==> src/rtl/rcb_ram_ctrl.sv <==
`default_nettype none
// ============================================================================
// Module  : rcb_ram_ctrl
// Purpose : Single-port RAM controller arbitrating lookup reads against
//           byte-masked host writes (read-modify-write).
// Revision: 1.0
// ============================================================================
module rcb_ram_ctrl #(
    parameter int RCB_ADDR_WIDTH  = 10,
    parameter int RCB_DATA_WIDTH  = 64,
    parameter int RCB_BE_WIDTH    = RCB_DATA_WIDTH / 8,
    parameter int RD_LATENCY      = 2,
    parameter int WR_STARVE_LIMIT = 8
) (
    input  logic                      clk,
    input  logic                      reset_n,
    input  logic                      hpb_wr_req,
    input  logic [RCB_ADDR_WIDTH-1:0] hpb_wr_addr,
    input  logic [RCB_DATA_WIDTH-1:0] hpb_wr_data,
    input  logic [RCB_BE_WIDTH-1:0]   hpb_wr_byte_en,
    output logic                      rcb_wr_done,
    input  logic                      lkp_valid,
    input  logic [RCB_ADDR_WIDTH-1:0] lkp_addr,
    output logic                      lkp_ready,
    output logic                      rsp_valid,
    output logic [RCB_DATA_WIDTH-1:0] rsp_data,
    output logic                      ram_en,
    output logic                      ram_we,
    output logic [RCB_ADDR_WIDTH-1:0] ram_addr,
    output logic [RCB_DATA_WIDTH-1:0] ram_wdata,
    input  logic [RCB_DATA_WIDTH-1:0] ram_rdata
);

    localparam int              STARVE_W   = $clog2(WR_STARVE_LIMIT + 1);
    localparam logic [STARVE_W-1:0] STARVE_MAX = STARVE_W'(WR_STARVE_LIMIT);

    typedef enum logic [2:0] {
        IDLE      = 3'd0,
        RD_ISSUE  = 3'd1,
        RD_WAIT   = 3'd2,
        WR_ISSUE  = 3'd3,
        DONE      = 3'd4,
        DROP_WAIT = 3'd5
    } state_t;

    state_t                    state;
    logic [RCB_ADDR_WIDTH-1:0] wr_addr;
    logic [RCB_DATA_WIDTH-1:0] wr_data;
    logic [RCB_BE_WIDTH-1:0]   wr_be;
    logic [RCB_DATA_WIDTH-1:0] rd_capt;
    logic [STARVE_W-1:0]       starve_cnt;
    logic [RD_LATENCY-1:0]     tag_vld;
    logic [RD_LATENCY-1:0]     tag_lkp;
    logic [RCB_DATA_WIDTH-1:0] merged;

    logic wr_pend;
    logic lkp_grant;
    logic wr_grant;
    logic rmw_ret;

    // Reset gates every strobe so an abandoned access never reaches the RAM or the response port.
    assign wr_pend   = reset_n && ((state == RD_ISSUE) || (state == WR_ISSUE));
    assign lkp_ready = !(wr_pend && (starve_cnt == STARVE_MAX));
    assign lkp_grant = reset_n && lkp_valid && lkp_ready;
    assign wr_grant  = wr_pend && !lkp_grant;

    assign ram_en    = lkp_grant || wr_grant;
    assign ram_we    = wr_grant && (state == WR_ISSUE);
    assign ram_addr  = lkp_grant ? lkp_addr : wr_addr;
    assign ram_wdata = merged;

    assign rsp_valid = reset_n && tag_vld[RD_LATENCY-1] && tag_lkp[RD_LATENCY-1];
    assign rsp_data  = ram_rdata;
    assign rmw_ret   = tag_vld[RD_LATENCY-1] && !tag_lkp[RD_LATENCY-1];

    generate
        for (genvar i = 0; i < RCB_BE_WIDTH; i++) begin : g_merge
            assign merged[8*i +: 8] = wr_be[i] ? wr_data[8*i +: 8] : rd_capt[8*i +: 8];
        end
    endgenerate

    always_ff @(posedge clk) begin
        if (!reset_n) begin
            tag_vld <= '0;
            tag_lkp <= '0;
        end else begin
            for (int i = RD_LATENCY - 1; i > 0; i--) begin
                tag_vld[i] <= tag_vld[i-1];
                tag_lkp[i] <= tag_lkp[i-1];
            end
            tag_vld[0] <= ram_en && !ram_we;
            tag_lkp[0] <= lkp_grant;
        end
    end

    always_ff @(posedge clk) begin
        if (!reset_n) begin
            starve_cnt <= '0;
        end else if (wr_grant) begin
            starve_cnt <= '0;
        end else if (wr_pend && lkp_grant && (starve_cnt != STARVE_MAX)) begin
            starve_cnt <= starve_cnt + 1'b1;
        end
    end

    always_ff @(posedge clk) begin
        if (!reset_n) begin
            state       <= IDLE;
            wr_addr     <= '0;
            wr_data     <= '0;
            wr_be       <= '0;
            rd_capt     <= '0;
            rcb_wr_done <= 1'b0;
        end else begin
            rcb_wr_done <= 1'b0;
            case (state)
                IDLE: begin
                    if (hpb_wr_req) begin
                        wr_addr <= hpb_wr_addr;
                        wr_data <= hpb_wr_data;
                        wr_be   <= hpb_wr_byte_en;
                        if (~|hpb_wr_byte_en) begin
                            state       <= DONE;
                            rcb_wr_done <= 1'b1;
                        end else if (&hpb_wr_byte_en) begin
                            state <= WR_ISSUE;
                        end else begin
                            state <= RD_ISSUE;
                        end
                    end
                end
                RD_ISSUE: begin
                    if (wr_grant) state <= RD_WAIT;
                end
                RD_WAIT: begin
                    if (rmw_ret) begin
                        rd_capt <= ram_rdata;
                        state   <= WR_ISSUE;
                    end
                end
                WR_ISSUE: begin
                    if (wr_grant) begin
                        state       <= DONE;
                        rcb_wr_done <= 1'b1;
                    end
                end
                DONE: begin
                    state <= DROP_WAIT;
                end
                DROP_WAIT: begin
                    if (!hpb_wr_req) state <= IDLE;
                end
                default: begin
                    state <= IDLE;
                end
            endcase
        end
    end

endmodule
`default_nettype wire

==> config.mk <==
export PLATFORM = sky130hd
export DESIGN_NAME = rcb_ram_ctrl
export DESIGN_NICKNAME = d
export VERILOG_FILES = /design/src/rtl/rcb_ram_ctrl.sv
export SDC_FILE = /design/constraint.sdc
export NUM_CORES = 1
export LEC_CHECK = 0
export CAP_MARGIN = 5
export CORE_MARGIN = 10
export CORE_UTILIZATION = 46
export DETAILED_ROUTE_END_ITERATION = 10
export PLACE_DENSITY = 0.85
export SLEW_MARGIN = 10
export SYNTH_ARGS = -nofsm -noshare
export SYNTH_HDL_FRONTEND = slang
export SYNTH_SLANG_ARGS = --single-unit
==> constraint.sdc <==
create_clock -name clk -period 4.7 [get_ports clk]
set_input_delay 0.705 -clock clk [delete_from_list [all_inputs] [get_ports clk]]
set_output_delay 0.705 -clock clk [all_outputs]
set_load 0.01 [all_outputs]
==> flow_summary_export.csv <==
group,metric,value,unit
detailed_routing,first_iter_violations,280,
synthesis,syn_area_per_cell,8.355,um^2
detailed_routing,drtAntennaViolNets,0,
power,seq_power_share,43.4,%
power,power.internal,0.002544,W
synthesis,synth_compound_area_share,12.21,%
placement,place_area,9677,um^2
cts,clkTransAtPathRegs,0.06,ns
timing,period_share,76.19,%
detailed_routing,via_per_inst,4.980,
timing,layout_setup_ws,1.119,ns
outcome,status,"completed",
floorplan,initial_core_util,47.19,%
cells_and_area,multi_input_area,3149,um^2
cts,clkLatencyLatePin,0.42,ns
cts,clkSinkCount,158,
detailed_routing,routedWlPerCell,17.42,um
timing,rsz0062_at_grt,"false",
cells_and_area,final_area,10240,um^2
placement,pre_cts_ws,1.114,ns
grt,grt.overflow.total,0,
setup_path,worstSetupStartpointType,"register",
power,max-vdd-ir-drop,240.9,uV
timing,finalSetupViolations,0,
cells_and_area,ff_latch_area,3163,um^2
job,drv_cap,0,
synthesis,syn_nets,1027,
cells_and_area,n_fill_cell,1320,
synthesis,synth_edf_count,0,
floorplan,die_x,145.3,um
synthesis,syn-cell-area,7227,um^2
grt,antenna_found_initial,0,
grt,grt_max_degree,89,
setup_path,required,3.99,ns
placement,gp_congestion,0.8113,
placement,dp_cells,1260,
power,power.total,0.003450,W
timing,fin_tns_setup,0,ns
timing,slew_headroom,35.86,%
synthesis,async_flop_share,0,%
setup_path,crit_fanout,12,
grt,grt_pass1_vias,6466,
synthesis,syn_inst,865,
power,power.leakage,3.703,nW
grt,grt_pass1_wl,34730,um
synthesis,ys_seq_area_share,43.77,%
synthesis,synthAdderAreaFrac,0.3463,%
synthesis,synthXorXnorAreaFrac,0.1212,%
grt,grtUsageTotal,20.13,%
cells_and_area,final_net_count,1230,
cts,cts_tree,"done",
floorplan,core_area,15310,um^2
floorplan,die_h,145.3,um
cts,numCtsBuffers,17,
synthesis,ys_ff_latch,158,
timing,clock_skew,0.007979,ns
cts,cts_hold_buf,0,
synthesis,ys_warn_count,0,
power,p_comb_share,18.1,%
timing,hold_viol,0,
cts,root_buffer,"clkbuf_16",
setup_path,crit_type,"register to output port",
synthesis,synth_mux_area_share,11.67,%
cts,htreeDepth,4,
detailed_routing,wl,22510,um
synthesis,synth-main-ff-cell,"dfxtp_1",
placement,dp_hpwl,16360,um
cells_and_area,drive_gt1_share,11.10,%
cells_and_area,fin_cells,1292,
synthesis,synth.distinct_cells,43,
detailed_routing,first_pass_iters,4,
detailed_routing,drc,0,
hold_path,hold_class,"register to register",
setup_path,worst_ep_arrival_time,2.88,ns
floorplan,core.rowCount,45,
cts,cts_resized,0,
synthesis,yosys.area_share.simple,19.11,%
power,p_sw_share,26.24,%
placement,io_buffers,302,
detailed_routing,vias,6434,
synthesis,synth_top_family_by_area,"simple AND/OR/NAND/NOR gates",
floorplan,io_pins,303,
power,clock_power_share,38.4,%
timing,period_minus_slack,3.581,ns
cts,cts_setup_buffers,0,
timing,finalMaxSlewViolations,0,
timing,max_freq,0.2792,GHz
cells_and_area,diodes,0,
floorplan,die_area,21120,um^2
cts,clk_path_buf_depth,2,
power,switchingPower,0.0009051,W
cells_and_area,mostFrequentLayoutCell,"clkdlybuf4s50_1",
power,powerDensity,336.7,nW/um^2
cells_and_area,mostFrequentLayoutCells,"clkdlybuf4s50_1, nand2_1, dfxtp_1",
cells_and_area,area_growth,41.76,%
setup_path,endpoint_kind,"output port",
timing,max_slew.worst_pin.slew,0.9621,ns
-- critical path: stages (launching register included) --
cell             delay [ns]
dfxtp_1                0.61
nand2b_1               0.41
nor2_4                 0.06
nor3_4                 0.50
mux2_2                 0.40
clkdlybuf4s50_1        0.48
-- state kept, by name, summed over array words and instances (netlist names) --
name	cells
rcb_wr_done	1
rd_capt	64
starve_cnt	4
state	3
tag_lkp	2
tag_vld	2
wr_addr	10
wr_be	8
wr_data	64
-- power groups by stage --
stage / clock network [W] / logic [W] / registers, W
after floorplan: 0 / 0.000401 / 0.00148
after global routing: 0.00140 / 0.000681 / 0.00151
after global placement: 0 / 0.000620 / 0.00152
after detailed placement: 0 / 0.000629 / 0.00153
final: 0.00133 / 0.000626 / 0.00150
after CTS: 0.00135 / 0.000632 / 0.00150
-- layer usage --
metal / GRT usage, % / wire length [um]
met5: 0 / 0
met1: 22.43 / 8987
met3: 7.668 / 1840
met2: 34.94 / 11400
met4: 5.713 / 279
-- layout make-up --
type | count | area share, %
sequential | 158 | 30.87
tap | 211 | 2.577
clock inverter | 11 | 1.148
timing repair buffer | 309 | 30.02
multi-input combinational | 576 | 30.74
inverter | 6 | 0.2443
clock buffer | 21 | 4.397
-- Yosys cell counts, types with 2 or more instances --
| cell | count | share of area, % |
|---|---|---|
| nand3_1 | 4 | 0.28 |
| clkbuf_1 | 21 | 1.1 |
| inv_1 | 5 | 0.26 |
| dfxtp_1 | 158 | 44 |
| buf_4 | 67 | 7.0 |
| nand2_1 | 299 | 16 |
| buf_2 | 12 | 0.83 |
| nor2_1 | 2 | 0.10 |
| and2_1 | 3 | 0.26 |
| nand2b_1 | 3 | 0.26 |
| a21oi_1 | 148 | 10 |
| nor4_1 | 3 | 0.26 |
| nor3_4 | 3 | 0.68 |
| or3_1 | 2 | 0.17 |
| buf_6 | 22 | 3.4 |
| a21oi_2 | 8 | 0.97 |
| o21ai_0 | 2 | 0.14 |
| mux2_2 | 66 | 10 |
| buf_1 | 3 | 0.16 |
| ha_1 | 2 | 0.35 |
| nand4_1 | 3 | 0.26 |
| mux2_1 | 8 | 1.2 |
-- final timing paths --
kind	from	endpoint	slack (ns)	depth (start not counted)
hold reg to reg	tag_lkp[0]$_SDFF_PN0_	tag_lkp[1]$_SDFF_PN0_	0.44	1
setup reg to reg	state[1]$_SDFFE_PN0P_	rd_capt[27]$_SDFFE_PN0P_	2.33	5
hold / removal	tag_lkp[0]$_SDFF_PN0_	tag_lkp[1]$_SDFF_PN0_	0.44	1
setup / recovery	state[2]$_SDFFE_PN0P_	ram_addr[0]	1.12	5
-- kinds of logic (layout without fill, tap and decap cells) --
family | after synthesis | in the layout
and+or+nand+nor | 332 | 332
AOI/OAI and AO/OA | 166 | 166
DFF | 158 | 158
buffers and inverters | 131 | 347
muxes | 75 | 75
adders and majority gates | 2 | 2
xor gates and xnor gates | 1 | 1
-- stage by stage --
step	hold WS, ns	util (%)
4_1_cts	0.4375	66.90
6_report	0.4383	66.90
2_1_floorplan	0.4118	-
3_5_place_dp	0.4231	63.19
5_1_grt	0.4705	66.90
3_3_place_gp	0.4142	63.19
(Power assumes the default switching activity.)
